[src/rtl/serial_adder.sv]
// rtl/serial_adder.sv - bit-serial WIDTH-bit adder/subtractor, LSB first, one full-adder cell
module serial_adder #(
  parameter int WIDTH = 8
) (
  input  logic             clk,
  input  logic             rst_n,
  input  logic             start,
  input  logic             sub,
  input  logic [WIDTH-1:0] a_in,
  input  logic [WIDTH-1:0] b_in,
  input  logic             cin,
  output logic             busy,
  output logic             done,
  output logic [WIDTH-1:0] sum,
  output logic             cout,
  output logic             ovf
);

  localparam int CW = (WIDTH > 2) ? $clog2(WIDTH) : 1;
  localparam logic [CW-1:0] LAST_BIT = CW'(WIDTH - 1);
  localparam logic [CW-1:0] PRE_MSB  = CW'(WIDTH - 2);

  typedef enum logic [1:0] {IDLE, RUN, DONE} state_t;

  state_t           state, state_next;
  logic             load;
  logic [WIDTH-1:0] a_sh, b_sh;
  logic [WIDTH-2:0] acc;
  logic [WIDTH-1:0] shifted;
  logic [CW-1:0]    cnt;
  logic             carry, msb_cin;
  logic             s, c;

  assign s       = a_sh[0] ^ b_sh[0] ^ carry;
  assign c       = (carry & (a_sh[0] ^ b_sh[0])) | (a_sh[0] & b_sh[0]);
  assign shifted = {s, acc};

  always_ff @(posedge clk or negedge rst_n) begin
    if (!rst_n) state <= IDLE;
    else        state <= state_next;
  end

  always_comb begin
    state_next = state;
    busy       = 1'b0;
    done       = 1'b0;
    load       = 1'b0;
    case (state)
      IDLE: begin
        if (start) begin
          load       = 1'b1;
          state_next = RUN;
        end
      end
      RUN: begin
        busy = 1'b1;
        if (cnt == LAST_BIT) state_next = DONE;
      end
      DONE: begin
        done = 1'b1;
        if (start) begin
          load       = 1'b1;
          state_next = RUN;
        end else begin
          state_next = IDLE;
        end
      end
      default: state_next = IDLE;
    endcase
  end

  always_ff @(posedge clk or negedge rst_n) begin
    if (!rst_n) begin
      a_sh    <= '0;
      b_sh    <= '0;
      acc     <= '0;
      cnt     <= '0;
      carry   <= 1'b0;
      msb_cin <= 1'b0;
      sum     <= '0;
      cout    <= 1'b0;
      ovf     <= 1'b0;
    end else if (load) begin
      a_sh  <= a_in;
      b_sh  <= sub ? ~b_in : b_in;
      carry <= sub ? 1'b1 : cin;
      cnt   <= '0;
    end else if (state == RUN) begin
      acc   <= shifted[WIDTH-1:1];
      a_sh  <= a_sh >> 1;
      b_sh  <= b_sh >> 1;
      carry <= c;
      cnt   <= cnt + 1'b1;
      // the carry leaving bit WIDTH-2 is the carry entering the MSB
      if (cnt == PRE_MSB) msb_cin <= c;
      if (cnt == LAST_BIT) begin
        sum  <= shifted;
        cout <= c;
        ovf  <= msb_cin ^ c;
      end
    end
  end

endmodule

[config.mk]
export PLATFORM = sky130hd
export DESIGN_NAME = serial_adder
export DESIGN_NICKNAME = d
export VERILOG_FILES = /design/src/rtl/serial_adder.sv
export SDC_FILE = /design/constraint.sdc
export NUM_CORES = 1
export LEC_CHECK = 0
export CAP_MARGIN = 5
export CORE_ASPECT_RATIO = 0.6
export CORE_MARGIN = 1.5
export CORE_UTILIZATION = 55
export DETAILED_ROUTE_END_ITERATION = 10
export PLACE_DENSITY = 0.84
export SLEW_MARGIN = 15
export SYNTH_ARGS = -nofsm -noshare
export SYNTH_HDL_FRONTEND = slang
export SYNTH_SLANG_ARGS = --single-unit
[constraint.sdc]
create_clock -name clk -period 2.41 [get_ports clk]
set_input_delay 0.3615 -clock clk [delete_from_list [all_inputs] [get_ports clk]]
set_output_delay 0.3615 -clock clk [all_outputs]
set_load 0.03 [all_outputs]
## Word level (Yosys, flattened, before mapping)

Index checks and enable logic that the tools add are counted.
Widths: inputs -> output; s select.

- Flip-flop bits (word level): 40
- Input port bits: 21
- Output and inout bits: 12
- Word-level logic and storage cells: 50

- Add/sub/neg operators: 1
- Equal/unequal tests: 6
- Multiplexer cells: 18
- Bitwise logic cells: 8
- Reductions and logical operators: 7

Operator list:

| cell | count |
|---|---|
| $mux 8 | 5 |
| $mux 1 | 8 |
| $not 8->8 | 1 |
| $eq 3x3->1 const B | 2 |
| $mux 3 | 2 |
| $pmux 2 s3 | 1 |
| $reduce_and 3->1 | 2 |
| $mux 2 | 2 |
| $ne 2x2->1 const B | 2 |
| $reduce_and 2->1 | 2 |
| $add 3x1->3 const B | 1 |
| $xor 1x1->1 | 3 |
| $and 1x1->1 | 2 |
| $eq 2x1->1 const B | 1 |
| $eq 2x2->1 const B | 1 |
| $logic_not 2->1 | 1 |
| $reduce_bool 2->1 | 1 |
| $reduce_or 2->1 | 1 |
| $not 1->1 | 1 |
| $or 1x1->1 | 1 |

## Depth between registers and ports, before layout

Gate-level depths: netlist of the first run.

- Word-level depth: 5
- Gate-level depth with buffers: 6
- Gate-level depth less buffers: 5

## Worst setup path after synthesis of the first run

No wires, ideal clock.

- Kind: register to register
- Start point: reg cnt[0]
- End point: reg sum[4]
- Library setup time: 0.128 ns
- Arrival time: 1.412 ns
- Slack: 0.870 ns
- Stages on the path, launching flop included: 6
- Path buffers: 1
- Period minus slack after synthesis: 1.540 ns
- Cells stage by stage: dfrtp_1 > ha_1 > ha_1 > nand3b_2 > buf_2 > mux2_1

- Cells in the longest elaborated chain, start to end: 2

Ends and longest elaborated chain:

| item | RTL line | text |
|---|---|---|
| start: declaration | 30 | `logic [CW-1:0] cnt;` |
| start signal: assignment | 93 | `cnt <= cnt + 1'b1;` |
| $eq 3x3->1 | 96 | `if (cnt == LAST_BIT) begin` |
| $reduce_and 3->1 (no line) | -- |  |
| end signal: assignment | 97 | `sum <= shifted;` |
| end: declaration | 14 | `output logic [WIDTH-1:0] sum,` |

No other way between the ends.
A chain may end at the register's enable or synchronous reset.

## Worst setup path in the final report of the first run

- Start point: reg state[0]
- End point: out done

- Cells in the longest elaborated chain, start to end: 2

Ends and longest elaborated chain:

| item | RTL line | text |
|---|---|---|
| start: declaration | 25 | `state_t state, state_next;` |
| start signal: assignment | 40 | `else state <= state_next;` |
| $eq 2x2->1 | 48 | `case (state)` |
| $mux 1 | 48 |  |
| end: declaration | 13 | `output logic done,` |

No other way between the ends.

==> results.sh, run 1 <==
export IMPL_outcome="finished, final reports clean"
export IMPL_max_vdd_ir_drop_mv=0.871
export IMPL_synth_edff_count=0
export IMPL_antenna_found_initial=0
export IMPL_avgViaCountPerCell=5.30
export IMPL_dieArea_mm2=0.00357
export IMPL_place_ws_ns=0.548
export IMPL_n_antenna_cell=0
export IMPL_synthArstFlopShare_pct=100
export IMPL_cts_resized=0
export IMPL_cts_sinks=40
export IMPL_syn_num_nets=200
export IMPL_cts_buffers_inserted=5
export IMPL_finalClockSkew_ns=0.00510
export IMPL_synth_top_cell_area_share_pct=56.7
export IMPL_crit_arrival_ns=1.53
export IMPL_io_pins=33
export IMPL_synth_flop_cell="dfrtp_1"
export IMPL_cts_buffer_depth=2
export IMPL_synth_area_leaders="dfrtp_1 (57%), nand2_1 (10%), a31oi_1 (4.3%)"
export IMPL_synth_area_mm2=0.00176
export IMPL_grt_pass1_vias=1321
export IMPL_yosys_warnings=0
export IMPL_yosysMostFrequentCell="nand2_1"
export IMPL_rsz0062_at_grt="no"
export IMPL_syn2layout_area_growth_pct=27.7
export IMPL_finalWirelength_mm=3.69
export IMPL_fmax_mhz=530
export IMPL_crit_type="register to primary output"
export IMPL_nets=231
export IMPL_vias=1320
export IMPL_cts_max_level=2
export IMPL_dp_hpwl_mm=2.46
export IMPL_synthTopCellsByCount="nand2_1 (49), dfrtp_1 (40), nor2_1 (14), a31oi_1 (12)"
export IMPL_synth_seq_cells=40
export IMPL_avgSynthCellArea_um2=10.1
export IMPL_start_kind="register"
export IMPL_postRouteAntennaNets=0
export IMPL_clock_latency_ns=0.29
export IMPL_cts_hold_buffers=0
export IMPL_hold_viol=0
export IMPL_yosysTopAreaCell="dfrtp_1"
export IMPL_core_rowCount=15
export IMPL_port_buffers=32
export IMPL_grt_max_degree=41
export IMPL_die_h_um=46.9
export IMPL_slew_violations=0
export IMPL_worst_slack_ns=0.523
export IMPL_worstHoldPathType="primary input to async pin"
export IMPL_worstMarginPinSlew_ns=0.856
export IMPL_ys_seq_area_share_pct=56.7
export IMPL_die_w_um=76.1
export IMPL_slew_headroom_pct=43.0
export IMPL_wl_per_cell_um=14.8
export IMPL_gp_congestion=0.730
export IMPL_drive_above_1_share_pct=9.18
export IMPL_firstDrtPassIters=4
export IMPL_cp_required_ns=2.05
export IMPL_grtUsageTotal_pct=23.3
export IMPL_cts_setup_buffers=0
export IMPL_cts_root_buf="clkbuf_8"
export IMPL_cap_violations=0
export IMPL_fp_coreArea_mm2=0.00297
export IMPL_min_period_ns=1.89
export IMPL_pwr_density_cell_mw_per_mm2=1430
export IMPL_drc=0
export IMPL_synth_cell_types=28
export IMPL_cts_tree="done"
export IMPL_post_route_util_pct=75.9
export IMPL_path_max_fanout=5
export IMPL_detail_route_iter0_violations=100
export IMPL_setup_violations=0
export IMPL_p_leak_nw=1.04
export IMPL_grt_pass1_wl_mm=6.13
export IMPL_setup_tns_final_ns=0
export IMPL_overflow=0
export IMPL_clkTransAtPathRegs_ns=0.08
export IMPL_period_share_pct=78.3
export IMPL_initial_core_util_pct=59.5
export IMPL_fin_cells=249
export IMPL_crit_path_end_kind="primary output"
export IMPL_synthCells=175
export IMPL_placed_cells=241
-- flip-flops by register name (all words and copies together) (netlist names) --
| name | count |
|---|---|
| a_sh | 8 |
| acc | 7 |
| b_sh | 8 |
| carry | 1 |
| cnt | 3 |
| cout | 1 |
| msb_cin | 1 |
| ovf | 1 |
| state | 2 |
| sum | 8 |
-- routing by layer --
layer  vias up  global-route usage (%)  share of wire (%)  wire (um)
li1        641                       -                  -          -
met1       636                    29.2                 46       1700
met2        41                    42.2                 47       1750
met3         2                    6.21                6.1        226
met4         0                    6.67               0.46         17
met5         -                       0                  0          0
-- cells in the final DEF (no fill, tap or decap), drive strengths merged, types with 2 or more instances in the layout --
| cell | instances |
|---|---|
| o21ai | 8 |
| a221o | 2 |
| bufinv | 3 |
| nand2b | 2 |
| inv | 6 |
| a22o | 2 |
| ha | 3 |
| mux2 | 7 |
| nand2 | 49 |
| a31oi | 12 |
| nor2 | 14 |
| nor2b | 2 |
| nand3 | 2 |
| xor2 | 8 |
| clkdlybuf4s50 | 30 |
| dfrtp | 40 |
| clkbuf | 5 |
| buf | 4 |
-- where the power goes --
part	internal, mW	total (mW)	switching [mW]
clock	0.518	0.753	0.235
sequential	0.993	1.19	0.197
combinational	0.521	1.28	0.756
-- worst max-delay path, cell delays in order (launching register included) --
cell             delay (ns)
dfrtp_1                0.43
nor2b_1                0.13
clkdlybuf4s50_1        0.67
-- area by class of cell --
class,instances,area [um2]
fill,225,713
tap,42,52.6
sequential,40,1000
clock buffer,5,68.8
timing repair buffer,34,328
clock inverter,3,90.1
inverter,6,22.5
multi-input combinational,119,689
-- kinds of logic after synthesis --
| kind of cell | Yosys count | share of synthesized area, % |
|---|---|---|
| mux | 7 | 4.47 |
| compound gates | 28 | 10.6 |
| xor+xnor | 9 | 4.47 |
| fa+ha+maj | 4 | 3.26 |
| flops | 40 | 56.7 |
| simple gates | 71 | 16.3 |
| buf+inv | 16 | 4.18 |
-- per-stage QoR --
step	area (um2)	hold WS (ns)	power (mW)
finish	2250	0.165	3.22
global route	2250	0.228	3.45
CTS	2250	0.193	3.24
detailed placement	2090	0.481	2.48
global placement	2090	0.456	2.39
floorplan	1760	0.0659	2.05
-- final timing paths --
kind	start	endpoint	slack, ns	cells after the start
max in group asynchronous	rst_n	sum[5]$_DFFE_PN0P_	1.70	1
hold / removal	rst_n	b_sh[3]$_DFFE_PN0P_	0.17	1
setup / recovery	state[0]$_DFFE_PN0P_	done	0.52	2
hold reg to reg	sum[7]$_DFFE_PN0P_	sum[7]$_DFFE_PN0P_	0.49	2
min in group clk	sum[7]$_DFFE_PN0P_	sum[7]$_DFFE_PN0P_	0.49	2
setup reg to reg	cnt[0]$_DFFE_PN0P_	sum[0]$_DFFE_PN0P_	0.76	4
(Power assumes the default switching activity.)
==> run 2, diff against run 1 <==
CORE_UTILIZATION = 46   (was 55)
PLACE_DENSITY = 0.75   (was 0.84)
clock period = 1.55 ns   (was 2.41 ns; I/O delays follow)
==> run 2 against run 1 <==
Against the previous run:
- the run now ends with negative hold slack left
- die area grew 19%
- clock power grew 31%
- clock skew grew 0.0044 ns
- register-to-register slack worse by 0.69 ns
- highest routed layer unchanged
==> results.sh, run 2 (synthesis gave the netlist of run 1 again) <==
export IMPL_syn2layout_area_growth_pct=31.3
export IMPL_gp_congestion=0.790
export IMPL_cts_max_level=2
export IMPL_hold_viol=18
export IMPL_max_stage_delay_ns=0.39
export IMPL_postRouteAntennaNets=0
export IMPL_cts_buffers_inserted=5
export IMPL_crit_top_cell="buf_6"
export IMPL_fp_coreArea_mm2=0.00368
export IMPL_slew_violations=0
export IMPL_path_max_fanout=15
export IMPL_fmax_mhz=668
export IMPL_core_rowCount=17
export IMPL_period_share_pct=96.5
export IMPL_worstHoldPathType="primary input to async pin"
export IMPL_grtUsageTotal_pct=19.6
export IMPL_setup_tns_final_ns=0
export IMPL_cts_sinks=40
export IMPL_port_buffers=32
export IMPL_initial_core_util_pct=47.9
export IMPL_whs_ns=-0.0122
export IMPL_pwr_density_cell_mw_per_mm2=2110
export IMPL_final_common_cell="nand2_1"
export IMPL_die_h_um=51.0
export IMPL_wl_per_cell_um=14.3
export IMPL_grt_max_degree=41
export IMPL_reg_top3="a_sh: 8 flops, b_sh: 8 flops, sum: 8 flops"
export IMPL_cp_slowest_cell="dfrtp_1"
export IMPL_detail_route_iter0_violations=86
export IMPL_drc=0
export IMPL_critPathBufInv=4
export IMPL_clock_latency_ns=0.29
export IMPL_n_antenna_cell=0
export IMPL_cts_root_buf="clkbuf_8"
export IMPL_io_pins=33
export IMPL_final_cell_mix="nand2_1 (49), dfrtp_1 (40), clkdlybuf4s50_1 (19)"
export IMPL_cap_violations=0
export IMPL_finalWirelength_mm=3.74
export IMPL_violations="negative hold slack"
export IMPL_crit_type="register to primary output"
export IMPL_cp_required_ns=1.32
export IMPL_crit_path_end_kind="primary output"
export IMPL_p_leak_nw=1.13
export IMPL_cts_tree="done"
export IMPL_firstDrtPassIters=6
export IMPL_slew_headroom_pct=66.5
export IMPL_post_route_util_pct=63.0
export IMPL_worstMarginPinSlew_ns=0.503
export IMPL_avgViaCountPerCell=5.24
export IMPL_path_cells="buf_6 > nand2b_4 > inv_8 > buf_4 > buf_6"
export IMPL_setup_violations=0
export IMPL_outcome="finished with violations"
export IMPL_crit_family="buffers and inverters"
export IMPL_finalClockSkew_ns=0.00948
export IMPL_crit_arrival_ns=1.26
export IMPL_antenna_found_initial=0
export IMPL_max_vdd_ir_drop_mv=0.855
export IMPL_drive_above_1_share_pct=12.6
export IMPL_vias=1368
export IMPL_overflow=0
export IMPL_cts_buffer_depth=2
export IMPL_p_total_mw=4.90
export IMPL_min_period_ns=1.50
export IMPL_die_w_um=83.0
export IMPL_grt_pass1_vias=1348
export IMPL_clkTransAtPathRegs_ns=0.08
export IMPL_grt_pass1_wl_mm=6.31
export IMPL_rsz0062_at_grt="no"
export IMPL_dieArea_mm2=0.00423
export IMPL_nets=239
export IMPL_dp_hpwl_mm=2.53
export IMPL_start_kind="register"
==> run 2: cell count changes in the layout (fill, tap and decap cells not counted), sizes merged <==
| cell | change |
|---|---|
| dlygate4sd2 | +8 |
| buf | +8 |
| dlymetal6s2s | +3 |
| clkdlybuf4s50 | -11 |
| bufinv | -1 |
==> run 2: repair_timing <==
action,CTS,global route
buffers inserted,0,0
setup endpoints to repair,12,4
gates resized for setup,12,6
pin swaps,0,0
hold buffers,0,0
==> run 2: worst paths after layout <==
check	startpoint	endpoint	slack (ns)	depth (start not counted)
max	state[0]$_DFFE_PN0P_	busy	0.05	5
min	rst_n	a_sh[3]$_DFFE_PN0P_	-0.01	2
max reg2reg	cnt[0]$_DFFE_PN0P_	sum[3]$_DFFE_PN0P_	0.07	4
min reg2reg	acc[0]$_DFFE_PN0P_	acc[0]$_DFFE_PN0P_	0.48	2
max in group asynchronous	rst_n	sum[0]$_DFFE_PN0P_	1.20	2
min in group clk	acc[0]$_DFFE_PN0P_	acc[0]$_DFFE_PN0P_	0.48	2
==> run 2: metrics by stage <==
| stage | instances | area [um2] | worst slack (ns) |
|---|---|---|---|
| after global routing | 261 | 2320 | 0.00308 |
| after CTS | 261 | 2300 | 0.000941 |
| after floorplan | 175 | 1760 | 0.0103 |
| final | 261 | 2320 | 0.0535 |
| after global placement | 254 | 2160 | 0.0367 |
| after detailed placement | 254 | 2160 | -0.000884 |
==> run 2: final cells by class <==
class                           instances  area, um2
Timing Repair Buffer                   42        393
Inverter                                6       30.0
Tap cell                               47       58.8
Multi-Input combinational cell        119        706
Sequential cell                        40       1000
Clock buffer                            5       68.8
Clock inverter                          2       60.1
Fill cell                             292       1360
==> run 2: where the power goes <==
part	switching [mW]	internal [mW]	leakage (nW)
Combinational	1.22	0.861	0.576
Clock	0.356	0.634	0.0642
Sequential	0.281	1.54	0.495
==> run 2: metal layers <==
metal	wire (um)	global-route usage, %	up-vias	part of all wire (%)
met5	0	0	-	0
met4	25	5.83	0	0.67
met3	233	7.92	4	6.2
met2	1750	33.2	49	47
met1	1730	23.6	659	46
li1	-	-	656	-
==> run 3, diff against run 2 <==
CORE_ASPECT_RATIO = 1.1   (was 0.6)
RECOVER_POWER = 50   (was default)
==> run 3 against run 2 <==
Against the previous run:
- the flow now finishes without violations
- global-route usage up 0.43 points
- register-to-register slack about the same
- first-iteration DRC count down 65%
- utilization down 0.39 points
- highest routed layer unchanged
- total power down 4.7%
- via count down 0.51%
- combinational power down 5%
- worst hold slack better by 0.44 ns
- flip-flop and latch count unchanged
- largest power group unchanged
- clock skew about the same
- critical path type unchanged
- non-clock buffer count up 1
- clock-buffer cell count unchanged
==> results.sh, run 3 (synthesis gave the netlist of run 1 again) <==
export IMPL_outcome="finished, final reports clean"
export IMPL_grt_pass1_vias=1342
export IMPL_grt_max_degree=29
export IMPL_slew_headroom_pct=64.3
export IMPL_grt_busiest_layer="met2"
export IMPL_drc=0
export IMPL_vias=1361
export IMPL_cts_buffers_inserted=5
export IMPL_fin_cells=266
export IMPL_final_common_cell="nand2_1"
export IMPL_max_vdd_ir_drop_mv=0.802
export IMPL_worstMarginPinSlew_ns=0.535
export IMPL_hold_viol=0
export IMPL_gp_congestion=0.790
export IMPL_drive_above_1_share_pct=12.5
export IMPL_place_area_mm2=0.00218
export IMPL_overflow=0
export IMPL_firstDrtPassIters=4
export IMPL_initial_core_util_pct=48.3
export IMPL_grt_met1_usage_pct=24.5
export IMPL_postRouteAntennaNets=0
export IMPL_fmax_mhz=664
export IMPL_worstHoldPathType="primary input to async pin"
export IMPL_dp_hpwl_mm=2.57
export IMPL_grtUsageTotal_pct=20.1
export IMPL_placed_cells=258
export IMPL_place_ws_ns=0.0208
export IMPL_min_period_ns=1.51
export IMPL_die_w_um=62.0
export IMPL_pwr_density_cell_mw_per_mm2=2040
export IMPL_worst_slack_ns=0.0449
export IMPL_cts_max_level=2
export IMPL_n_antenna_cell=0
export IMPL_slew_violations=0
export IMPL_met3_usage_pct=4.91
export IMPL_path_cells="buf_4 > nand2b_1 > inv_6 > buf_6"
export IMPL_finalClockSkew_ns=0.00918
export IMPL_die_h_um=68.0
export IMPL_final_cell_mix="nand2_1 (49), dfrtp_1 (40), clkdlybuf4s50_1 (19)"
export IMPL_wl_per_cell_um=13.5
export IMPL_cp_slowest_cell="dfrtp_1"
export IMPL_period_share_pct=97.1
export IMPL_antenna_found_initial=0
export IMPL_use_met2_pct=32.7
export IMPL_port_buffers=32
export IMPL_syn2layout_area_growth_pct=29.6
export IMPL_design_area_mm2=0.00229
export IMPL_cap_violations=0
export IMPL_setup_tns_final_ns=0
export IMPL_dieArea_mm2=0.00422
export IMPL_crit_arrival_ns=1.27
export IMPL_clkTransAtPathRegs_ns=0.08
export IMPL_nets=240
export IMPL_cp_required_ns=1.32
export IMPL_cts_root_buf="clkbuf_8"
export IMPL_clock_latency_ns=0.30
export IMPL_fp_coreArea_mm2=0.00365
export IMPL_p_leak_nw=1.09
export IMPL_cts_sinks=40
export IMPL_detail_route_iter0_violations=30
export IMPL_finalWirelength_mm=3.59
export IMPL_crit_type="register to primary output"
export IMPL_reg_top3="a_sh: 8 flops, b_sh: 8 flops, sum: 8 flops"
export IMPL_grt_pass1_wl_mm=6.09
export IMPL_core_rowCount=23
export IMPL_path_max_fanout=19
export IMPL_max_stage_delay_ns=0.38
export IMPL_cts_tree="done"
export IMPL_avgViaCountPerCell=5.12
export IMPL_cts_buffer_depth=2
export IMPL_io_pins=33
export IMPL_start_kind="register"
export IMPL_setup_violations=0
export IMPL_crit_path_end_kind="primary output"
==> run 3: path summary, 6_finish.rpt <==
path                       slack, ns            startpoint                   to  depth (start not counted)
max in group asynchronous       0.22                 rst_n  a_sh[6]$_DFFE_PN0P_                          3
setup reg to reg                0.07    cnt[0]$_DFFE_PN0P_   sum[2]$_DFFE_PN0P_                          4
setup / recovery                0.04  state[0]$_DFFE_PN0P_                 busy                          4
hold reg to reg                 0.47       ovf$_DFFE_PN0P_      ovf$_DFFE_PN0P_                          2
hold / removal                  0.43                 rst_n  b_sh[1]$_DFFE_PN0P_                          2
min in group clk                0.47       ovf$_DFFE_PN0P_      ovf$_DFFE_PN0P_                          2
==> run 3: metrics by stage <==
step                power (mW)  hold WS, ns  util (%)
detailed placement        3.93        0.225      59.7
floorplan                 3.19      -0.0631         -
finish                    4.67        0.428      62.6
global placement          3.80        0.214      59.7
global route              5.02        0.483      62.6
CTS                       4.75        0.419      63.1
==> run 3: report_power, final <==
group | leakage [nW] | switching, mW | internal [mW] | total (mW)
Sequential | 0.495 | 0.283 | 1.54 | 1.83
Combinational | 0.542 | 1.18 | 0.802 | 1.99
Clock | 0.0541 | 0.382 | 0.476 | 0.859
Total | 1.09 | 1.85 | 2.82 | 4.67
==> run 3: layout make-up <==
cell class / count / area, um2
Sequential cell: 40 / 1000
Inverter: 6 / 27.5
Clock inverter: 3 / 42.5
Timing Repair Buffer: 43 / 387
Fill cell: 322 / 1370
Tap cell: 50 / 62.6
Multi-Input combinational cell: 119 / 698
Clock buffer: 5 / 68.8
==> run 3: repair_timing <==
| action | CTS | global route |
|---|---|---|
| setup endpoints to repair | 12 | 10 |
| buffers inserted | 0 | 0 |
| endpoints found under the hold margin | 19 | 0 |
| hold buffers | 1 | 0 |
| gates resized for setup | 15 | 2 |
==> run 3: metal layers <==
| metal | up-vias | routed length [um] |
|---|---|---|
| li1 | 655 | - |
| met1 | 663 | 1550 |
| met2 | 37 | 1780 |
| met3 | 6 | 176 |
| met4 | 0 | 81 |
| met5 | - | 0 |
==> run 3: critical path, delay by kind of cell, from the launching register on <==
family,cells,cell delay (ns)
buffers and inverters,3,0.42
AND/OR/NAND/NOR,1,0.17
flip-flops,1,0.38
